<file path="config.mk">
export PLATFORM = sky130hd
export DESIGN_NAME = serializador
export DESIGN_NICKNAME = d
export VERILOG_FILES = /design/src/rtl/serializador_pkg.sv /design/src/rtl/ser_byte_fifo.sv /design/src/rtl/serializador.sv
export SDC_FILE = /design/constraint.sdc
export NUM_CORES = 1
export LEC_CHECK = 0
export BUFFER_PORTS_ARGS = -buffer_cell sky130_fd_sc_hd__buf_2
export CORE_MARGIN = 1.5
export CORE_UTILIZATION = 63
export DETAILED_ROUTE_END_ITERATION = 16
export GPL_TIMING_DRIVEN = 1
export PLACE_DENSITY_LB_ADDON = 0.25
export SYNTH_ARGS = -nofsm -noshare
export SYNTH_HDL_FRONTEND = slang
export SYNTH_SLANG_ARGS = --single-unit
</file>
<file path="constraint.sdc">
create_clock -name clock_100KHz -period 5.1 [get_ports clock_100KHz]
set_clock_uncertainty 0.05 [all_clocks]
set_input_delay 1.02 -clock clock_100KHz [delete_from_list [all_inputs] [get_ports clock_100KHz]]
set_output_delay 1.02 -clock clock_100KHz [all_outputs]
set_load 0.02 [all_outputs]
</file>
<file path="src/rtl/serializador_pkg.sv">
// serializador_pkg: shared constants and types for the byte-to-bit transmitter.
//   BYTE_W      : width of one transmitted byte
//   BIT_CNT_W   : width of the bit index within a byte
//   state_ser_t : transmitter FSM state encoding
package serializador_pkg;

  localparam int BYTE_W    = 8;
  localparam int BIT_CNT_W = 3;

  typedef enum logic {
    IDLE  = 1'b0,
    SHIFT = 1'b1
  } state_ser_t;

endpackage

</file>
<file path="src/rtl/ser_byte_fifo.sv">
// ser_byte_fifo: DEPTH-entry byte FIFO with a combinational head read.
// Ports:
//   clk, rst : clock and synchronous active-high reset
//   push     : write wdata (ignored when full)
//   pop      : drop the head entry (ignored when empty)
//   wdata    : byte to store
//   rdata    : current head entry
//   full     : count == DEPTH
//   empty    : count == 0
//   count    : number of stored entries, clog2(DEPTH)+1 bits
module ser_byte_fifo
  import serializador_pkg::*;
#(
  parameter int DEPTH = 4
) (
  input  logic                     clk,
  input  logic                     rst,
  input  logic                     push,
  input  logic                     pop,
  input  logic [BYTE_W-1:0]        wdata,
  output logic [BYTE_W-1:0]        rdata,
  output logic                     full,
  output logic                     empty,
  output logic [$clog2(DEPTH):0]   count
);

  localparam int PTR_W = $clog2(DEPTH);
  localparam int CNT_W = PTR_W + 1;

  logic [BYTE_W-1:0] mem_q [DEPTH];
  logic [PTR_W-1:0]  wr_ptr_q;
  logic [PTR_W-1:0]  rd_ptr_q;
  logic [CNT_W-1:0]  count_q;

  logic do_push;
  logic do_pop;

  assign full    = (count_q == CNT_W'(DEPTH));
  assign empty   = (count_q == '0);
  assign count   = count_q;
  assign rdata   = mem_q[rd_ptr_q];

  // Guarding here as well as at the top keeps the FIFO safe on its own.
  assign do_push = push && !full;
  assign do_pop  = pop && !empty;

  // Storage carries no reset; only the pointers and count define validity.
  always_ff @(posedge clk) begin
    if (!rst && do_push) begin
      mem_q[wr_ptr_q] <= wdata;
    end
  end

  // Pointers wrap naturally because DEPTH is a power of two.
  always_ff @(posedge clk) begin
    if (rst) begin
      wr_ptr_q <= '0;
      rd_ptr_q <= '0;
      count_q  <= '0;
    end else begin
      if (do_push) wr_ptr_q <= wr_ptr_q + 1'b1;
      if (do_pop)  rd_ptr_q <= rd_ptr_q + 1'b1;
      case ({do_push, do_pop})
        2'b10:   count_q <= count_q + 1'b1;
        2'b01:   count_q <= count_q - 1'b1;
        default: count_q <= count_q;
      endcase
    end
  end

endmodule

</file>
<file path="src/rtl/serializador.sv">
// serializador: queues bytes in a small FIFO and shifts each one out LSB
// first, one bit per transfer, pacing itself on the receiver's readiness.
// Ports:
//   clock_100KHz : single clock, rising edge
//   reset        : synchronous active-high reset
//   data_in      : byte to transmit
//   write_in     : byte valid, accepted when status_out=1
//   status_out   : 1 while the FIFO can take another byte
//   data_out     : current serial bit
//   write_out    : data_out is valid
//   status_in    : receiver can accept a bit
//   empty_out    : nothing queued and nothing in flight
//   state_o      : FSM state, for observation
//
// Handshake: a bit moves on every rising edge where write_out=1 and
// status_in=1; while status_in=0 both data_out and write_out hold. A byte
// moves in on every rising edge where write_in=1 and status_out=1.
module serializador
  import serializador_pkg::*;
#(
  parameter int DEPTH = 4
) (
  input  logic              clock_100KHz,
  input  logic              reset,
  input  logic [BYTE_W-1:0] data_in,
  input  logic              write_in,
  output logic              status_out,
  output logic              data_out,
  output logic              write_out,
  input  logic              status_in,
  output logic              empty_out,
  output state_ser_t        state_o
);

  localparam int CNT_W = $clog2(DEPTH) + 1;

  state_ser_t           state_q;
  logic [BYTE_W-1:0]    shreg_q;
  logic [BIT_CNT_W-1:0] bit_cnt_q;
  logic                 write_out_q;

  logic [BYTE_W-1:0]    fifo_rdata;
  logic                 fifo_full;
  logic                 fifo_empty;
  logic [CNT_W-1:0]     fifo_count;
  logic                 fifo_push_d;
  logic                 fifo_pop_d;
  logic                 last_bit_d;

  assign last_bit_d  = (bit_cnt_q == BIT_CNT_W'(BYTE_W - 1));
  assign fifo_push_d = write_in && !fifo_full;

  // Pop on the initial load from IDLE, and on the final transfer of a byte
  // when another one is waiting, so consecutive bytes run with no gap.
  always_comb begin
    fifo_pop_d = 1'b0;
    if (!fifo_empty) begin
      if (state_q == IDLE) begin
        fifo_pop_d = 1'b1;
      end else if (status_in && last_bit_d) begin
        fifo_pop_d = 1'b1;
      end
    end
  end

  ser_byte_fifo #(
    .DEPTH (DEPTH)
  ) u_fifo (
    .clk   (clock_100KHz),
    .rst   (reset),
    .push  (fifo_push_d),
    .pop   (fifo_pop_d),
    .wdata (data_in),
    .rdata (fifo_rdata),
    .full  (fifo_full),
    .empty (fifo_empty),
    .count (fifo_count)
  );

  always_ff @(posedge clock_100KHz) begin
    if (reset) begin
      state_q     <= IDLE;
      shreg_q     <= '0;
      bit_cnt_q   <= '0;
      write_out_q <= 1'b0;
    end else begin
      case (state_q)
        IDLE: begin
          if (!fifo_empty) begin
            state_q     <= SHIFT;
            shreg_q     <= fifo_rdata;
            bit_cnt_q   <= '0;
            write_out_q <= 1'b1;
          end
        end
        SHIFT: begin
          // write_out is always 1 here, so status_in alone marks a transfer.
          if (status_in) begin
            if (!last_bit_d) begin
              shreg_q   <= shreg_q >> 1;
              bit_cnt_q <= bit_cnt_q + 1'b1;
            end else if (!fifo_empty) begin
              shreg_q   <= fifo_rdata;
              bit_cnt_q <= '0;
            end else begin
              // Clearing the register parks data_out at 0 while idle.
              state_q     <= IDLE;
              shreg_q     <= '0;
              bit_cnt_q   <= '0;
              write_out_q <= 1'b0;
            end
          end
        end
        default: begin
          state_q     <= IDLE;
          shreg_q     <= '0;
          bit_cnt_q   <= '0;
          write_out_q <= 1'b0;
        end
      endcase
    end
  end

  assign data_out   = shreg_q[0];
  assign write_out  = write_out_q;
  assign status_out = (fifo_count != CNT_W'(DEPTH));
  assign empty_out  = (state_q == IDLE) && fifo_empty;
  assign state_o    = state_q;

endmodule
</file>
==> results of run 1 <==
-- worst paths after layout --
check               startpoint         endpoint  slack (ps)  cells after the start
setup / recovery       state_o        empty_out        2190                      3
hold / removal      shreg_q[7]       shreg_q[6]         450                      2
setup reg to reg  bit_cnt_q[0]  u_fifo.count[2]        2390                     10
hold reg to reg     shreg_q[7]       shreg_q[6]         450                      2
-- registers in the layout (all words and copies together), names as in the netlist, named ones only --
register	flops
u_fifo.count	3
shreg_q	8
state_o	1
u_fifo.mem_q	32
u_fifo.rd_ptr_q	2
u_fifo.wr_ptr_q	2
write_out	1
bit_cnt_q	3
-- area by class of cell --
class / count / area, sq um
sequential: 54 / 1400
fill: 235 / 952
multi-input combinational: 107 / 816
timing repair buffer: 16 / 80.1
tap: 46 / 57.6
inverter: 10 / 50.0
clock buffer: 5 / 37.5
clock inverter: 3 / 21.3
-- where the power goes --
| group | switching (uW) | internal [uW] |
|---|---|---|
| Clock | 128 | 54.3 |
| Combinational | 262 | 182 |
| Sequential | 71.0 | 531 |
-- layout by cell type, fill, tap and decap left out, types with 2 or more instances in the layout --
| cell | count |
|---|---|
| buf_2 | 16 |
| dfxtp_1 | 22 |
| ha_1 | 7 |
| inv_1 | 9 |
| edfxtp_1 | 32 |
| a21oi_1 | 20 |
| nand2_1 | 3 |
| clkbuf_4 | 5 |
| o21ai_1 | 4 |
| or4_1 | 2 |
| nor2_1 | 6 |
| o21ai_0 | 16 |
| xor2_1 | 2 |
| a311oi_1 | 7 |
| nand3_1 | 8 |
| clkinv_4 | 2 |
| mux4_2 | 8 |
| nor2b_1 | 6 |
| and2_1 | 4 |
| nor3_1 | 3 |
-- logic make-up (layout without fill, tap and decap cells) --
logic type / Yosys count / in the layout / synth area share
DFF: 54 / 54 / 0.609
AOI/OAI and AO/OA: 51 / 51 / 0.129
and+or+nand+nor: 38 / 38 / 0.0929
buffers and inverters: 17 / 34 / 0.0370
adders and majority gates: 8 / 8 / 0.0467
muxes: 8 / 8 / 0.0783
xor gates and xnor gates: 2 / 2 / 0.00761
-- tightest hold or removal path: stages (launching register included) --
cell,delay [ps]
dfxtp_1,350
nand2_1,50
a311oi_1,70
-- layer usage --
metal / up-vias / routed length, um / GRT usage
li1: 705 / - / -
met1: 707 / 1670 / 0.255
met2: 35 / 2220 / 0.401
met3: 2 / 160 / 0.0500
met4: 0 / 23 / 0.0543
met5: - / 0 / 0
-- metrics by stage --
stage / area (sq um) / util / cells / hold slack [ps] / setup WS [ps]
4_1_cts: 2460 / 0.721 / 241 / 450 / 2190
3_3_place_gp: 2400 / 0.704 / 233 / 420 / 2350
5_1_grt: 2460 / 0.721 / 241 / 474 / 2100
2_1_floorplan: 2300 / - / 178 / 405 / 2590
6_report: 2460 / 0.721 / 241 / 449 / 2190
3_5_place_dp: 2400 / 0.704 / 233 / 430 / 2250
==> impl_metrics.yaml, run 1 <==
final_layout:
  diodes: 0
  nets: 214
  drive_gt1_frac: 0.190
  syn_to_final_growth_pct: 7.01
die:
  initial_core_util: 0.674
  design.core.area_sq_mm: 0.00342
  die-area_sq_mm: 0.00403
  die_h_um: 63.5
  ios: 17
  die_x_um: 63.5
  rows: 21
clock_tree:
  cts_root_buf: "clkbuf_4"
  ctsResizeCount: 0
  clock_latency_ps: 360
  clk_pin_slew_worst_paths_ps: 160
  cts_setup_buffers: 0
  htreeDepth: 2
  cts_hold_buf: 0
  cts_tree: "done"
  clock_path_buffers: 2
  clock_sinks: 54
  cts_buffers: 5
global_routing:
  gr-total-overflow: 0
  grt_pass1_wl_um: 6640
  grt_usage: 0.218
  first_global_vias: 1490
  grt_max_degree: 23
  antenna_found_initial: 0
synthesis:
  synth_area_leaders: "edfxtp_1 42%, dfxtp_1 19%, mux4_2 7.8%"
  ys.flop_type: "edfxtp_1"
  syn_nets: 198
  synth-edff-count: 32
  async_flop_share: 0
  synth_area_sq_mm: 0.00230
  yosys.area.top_type: "edfxtp_1"
  yosysTopAreaCellShare: 0.417
  synthCells: 178
  synth_commonest_cells: "32 x edfxtp_1, 22 x dfxtp_1, 20 x a21oi_1"
  avgSynthCellArea_sq_um: 12.9
  ys_ff_latch: 54
  synth_cell_types: 32
  synth_warnings: 0
  ys_seq_area_frac: 0.609
  yosysMostFrequentCell: "edfxtp_1"
power_and_ir_drop:
  ir_drop_mv: 0.279
  power.leakage_uw: 0.000857
  power.total_uw: 1230
  p_per_area_mw_per_mm2: 498
critical_path:
  slowest_delay_ps: 700
  critPathKind: "reg2out"
  crit_family: "simple AND/OR/NAND/NOR gates"
  path_max_fanout: 17
  startpoint_type: "register"
  worstPathRequired_ps: 4030
  cp_num_buf_inv: 2
  endpoint_kind: "output pin"
  cp.arrival_ps: 1840
  crit_path_cell_trace: "or4_1 -> clkinv_8 -> buf_2"
  crit_slowest_cell: "or4_1"
sta:
  timing.final.crit_share: 0.571
  final_max_slew_viol_count: 0
  final.min_clock_period_ps: 2910
  hold_viol: 0
  worst_pin_slew_ps: 966
  fmax_ghz: 0.343
  setup-tns-final_ps: 0
  slew-limit-headroom: 0.351
  rsz0062_at_grt: "false"
  setup_viol: 0
detailed_routing:
  postRouteAntennaNets: 0
  vias_per_cell: 6.01
  wl_per_cell_um: 16.9
  drtIter0Drc: 142
  drcViolationCount: 0
  drt_first_pass_iters: 4
  vias: 1449
  routed_wl_um: 4070
placed_design:
  portBuffers: 16
  gp_congestion: 0.824
  dp_hpwl_um: 2860
run:
  cap_violations: 0
status:
  status: "finished, final reports clean"
min_path:
  min_path_type: "reg2reg"
Note: power is estimated with default switching activity, not from simulation.
==> inputs of run 2 (changes only) <==
--- a/config.mk
+++ b/config.mk
@@ -7,7 +7,7 @@
 export LEC_CHECK = 0
 export BUFFER_PORTS_ARGS = -buffer_cell sky130_fd_sc_hd__buf_2
 export CORE_MARGIN = 1.5
-export CORE_UTILIZATION = 63
+export CORE_UTILIZATION = 53
 export DETAILED_ROUTE_END_ITERATION = 16
 export GPL_TIMING_DRIVEN = 1
 export PLACE_DENSITY_LB_ADDON = 0.25
==> constraint.sdc (replaced) <==
create_clock -name clock_100KHz -period 2.6 [get_ports clock_100KHz]
set_clock_uncertainty 0.05 [all_clocks]
set_input_delay 0.52 -clock clock_100KHz [delete_from_list [all_inputs] [get_ports clock_100KHz]]
set_output_delay 0.52 -clock clock_100KHz [all_outputs]
set_load 0.02 [all_outputs]
==> run 2 against run 1 <==
Register-to-register slack worse by 2100 ps; wire length shrank 0.29%; sequential share of layout area decreased by 1.4 points; critical path depth unchanged; sequential power up 96%; core utilization decreased by 10 points; non-clock buffer count is 2 higher; critical endpoint unchanged; setup slack worse by 2000 ps; largest power group unchanged; clock power rose to 2.7 times the previous value; global-route usage shrank 2.9 points; combinational power increased by 100%; die area increased by 18%.
==> impl_metrics.yaml, run 2 (synthesis results as in run 1) <==
die:
  die_x_um: 68.9
  design.core.area_sq_mm: 0.00409
  die-area_sq_mm: 0.00475
  die_h_um: 68.9
  rows: 23
  ios: 17
  initial_core_util: 0.563
clock_tree:
  ctsResizeCount: 0
  htreeDepth: 2
  clock_latency_ps: 310
  cts_root_buf: "clkbuf_8"
  cts_setup_buffers: 0
  clock_sinks: 54
  clock_path_buffers: 2
  cts_hold_buf: 0
  cts_tree: "done"
  clk_pin_slew_worst_paths_ps: 100
  cts_buffers: 5
final_layout:
  top_regs: "u_fifo.mem_q: 32 flops, shreg_q: 8 flops"
  diodes: 0
  largest_reg_flops: 32
  layout_common_cells: "32 x edfxtp_1, 22 x dfxtp_1, 20 x a21oi_1, 16 x o21ai_0, 16 x buf_2"
  final_common_cell: "edfxtp_1"
  syn_to_final_growth_pct: 9.67
  fillers: 328
  drive_gt1_frac: 0.208
  regMostFlops: "u_fifo.mem_q"
  stdcell_count: 247
  nets: 216
critical_path:
  timing.rr.start: "bit_cnt_q[0]"
  worstPathRequired_ps: 2030
  cp_num_buf_inv: 2
  slowest_delay_ps: 790
  startpoint_type: "register"
  path_max_fanout: 8
  endpoint_kind: "output pin"
  critPathKind: "reg2out"
  startpoint: "u_fifo.count[0]"
  cp.arrival_ps: 1810
  crit_path_cell_trace: "or4_1 -> clkinv_8 -> buf_2"
  crit_family: "simple AND/OR/NAND/NOR gates"
  crit_slowest_cell: "or4_1"
sta:
  rsz0062_at_grt: "false"
  slew-limit-headroom: 0.632
  worst_pin_slew_ps: 551
  timing.final.crit_share: 0.915
  setup-tns-final_ps: 0
  hold_viol: 0
  final_max_slew_viol_count: 0
  fmax_ghz: 0.420
  setup_viol: 0
  worst_slack_ps: 222
  final.min_clock_period_ps: 2380
global_routing:
  antenna_found_initial: 0
  met2_usage: 0.320
  grt_pass1_wl_um: 6320
  gr-total-overflow: 0
  grt_use_met1: 0.241
  grt.met3_usage: 0.0390
  top_usage_layer: "met2"
  grt_max_degree: 23
  grt_usage: 0.188
  first_global_vias: 1343
placed_design:
  dp_hpwl_um: 2800
  place_ws_ps: 207
  dp_cells: 239
  gp_congestion: 0.796
  portBuffers: 16
detailed_routing:
  vias: 1417
  postRouteAntennaNets: 0
  drtIter0Drc: 91
  wl_per_cell_um: 16.4
  routed_wl_um: 4060
  drt_first_pass_iters: 4
  vias_per_cell: 5.74
  drcViolationCount: 0
min_path:
  hp-start: "data_in[5]"
  min_path_type: "in2reg"
run:
  cap_violations: 0
power_and_ir_drop:
  ir_drop_mv: 0.543
  p_per_area_mw_per_mm2: 1020
  power.leakage_uw: 0.000887
status:
  status: "finished, final reports clean"
-- run 2: final cells by class --
cell class / instances / area [sq um] / area share
Clock buffer: 5 / 68.8 / 0.0273
Timing Repair Buffer: 18 / 95.1 / 0.0377
Sequential cell: 54 / 1400 / 0.555
Tap cell: 50 / 62.6 / 0.0248
Clock inverter: 3 / 26.3 / 0.0104
Multi-Input combinational cell: 107 / 821 / 0.325
Inverter: 10 / 50.0 / 0.0198
-- run 2: power breakdown --
part | switching, uW | internal, uW
Clock | 290 | 199
Sequential | 135 | 1040
Combinational | 531 | 373
Total | 956 | 1610
-- run 2: per-layer routing --
| layer | wire, um | part of all wire |
|---|---|---|
| met1 | 1810 | 0.45 |
| met3 | 115 | 0.028 |
| met4 | 39 | 0.0096 |
| met2 | 2100 | 0.52 |
| met5 | 0 | 0 |
-- run 2: worst paths after layout --
| check | depth (start not counted) | slack [ps] | endpoint |
|---|---|---|---|
| min | 1 | 370 | u_fifo.mem_q[0][5] |
| min reg2reg | 2 | 450 | bit_cnt_q[1] |
| max | 3 | 220 | empty_out |
| max reg2reg | 10 | 250 | u_fifo.count[2] |
-- run 2: stage by stage --
stage / instance area [sq um] / hold WS (ps) / util / power [uW]
final: 2520 / 368 / 0.618 / 2570
after global routing: 2520 / 359 / 0.618 / 2720
after CTS: 2520 / 363 / 0.617 / 2560
after detailed placement: 2420 / 426 / 0.593 / 2090
after global placement: 2420 / 417 / 0.593 / 2040
after floorplan: 2300 / 405 / - / 1870
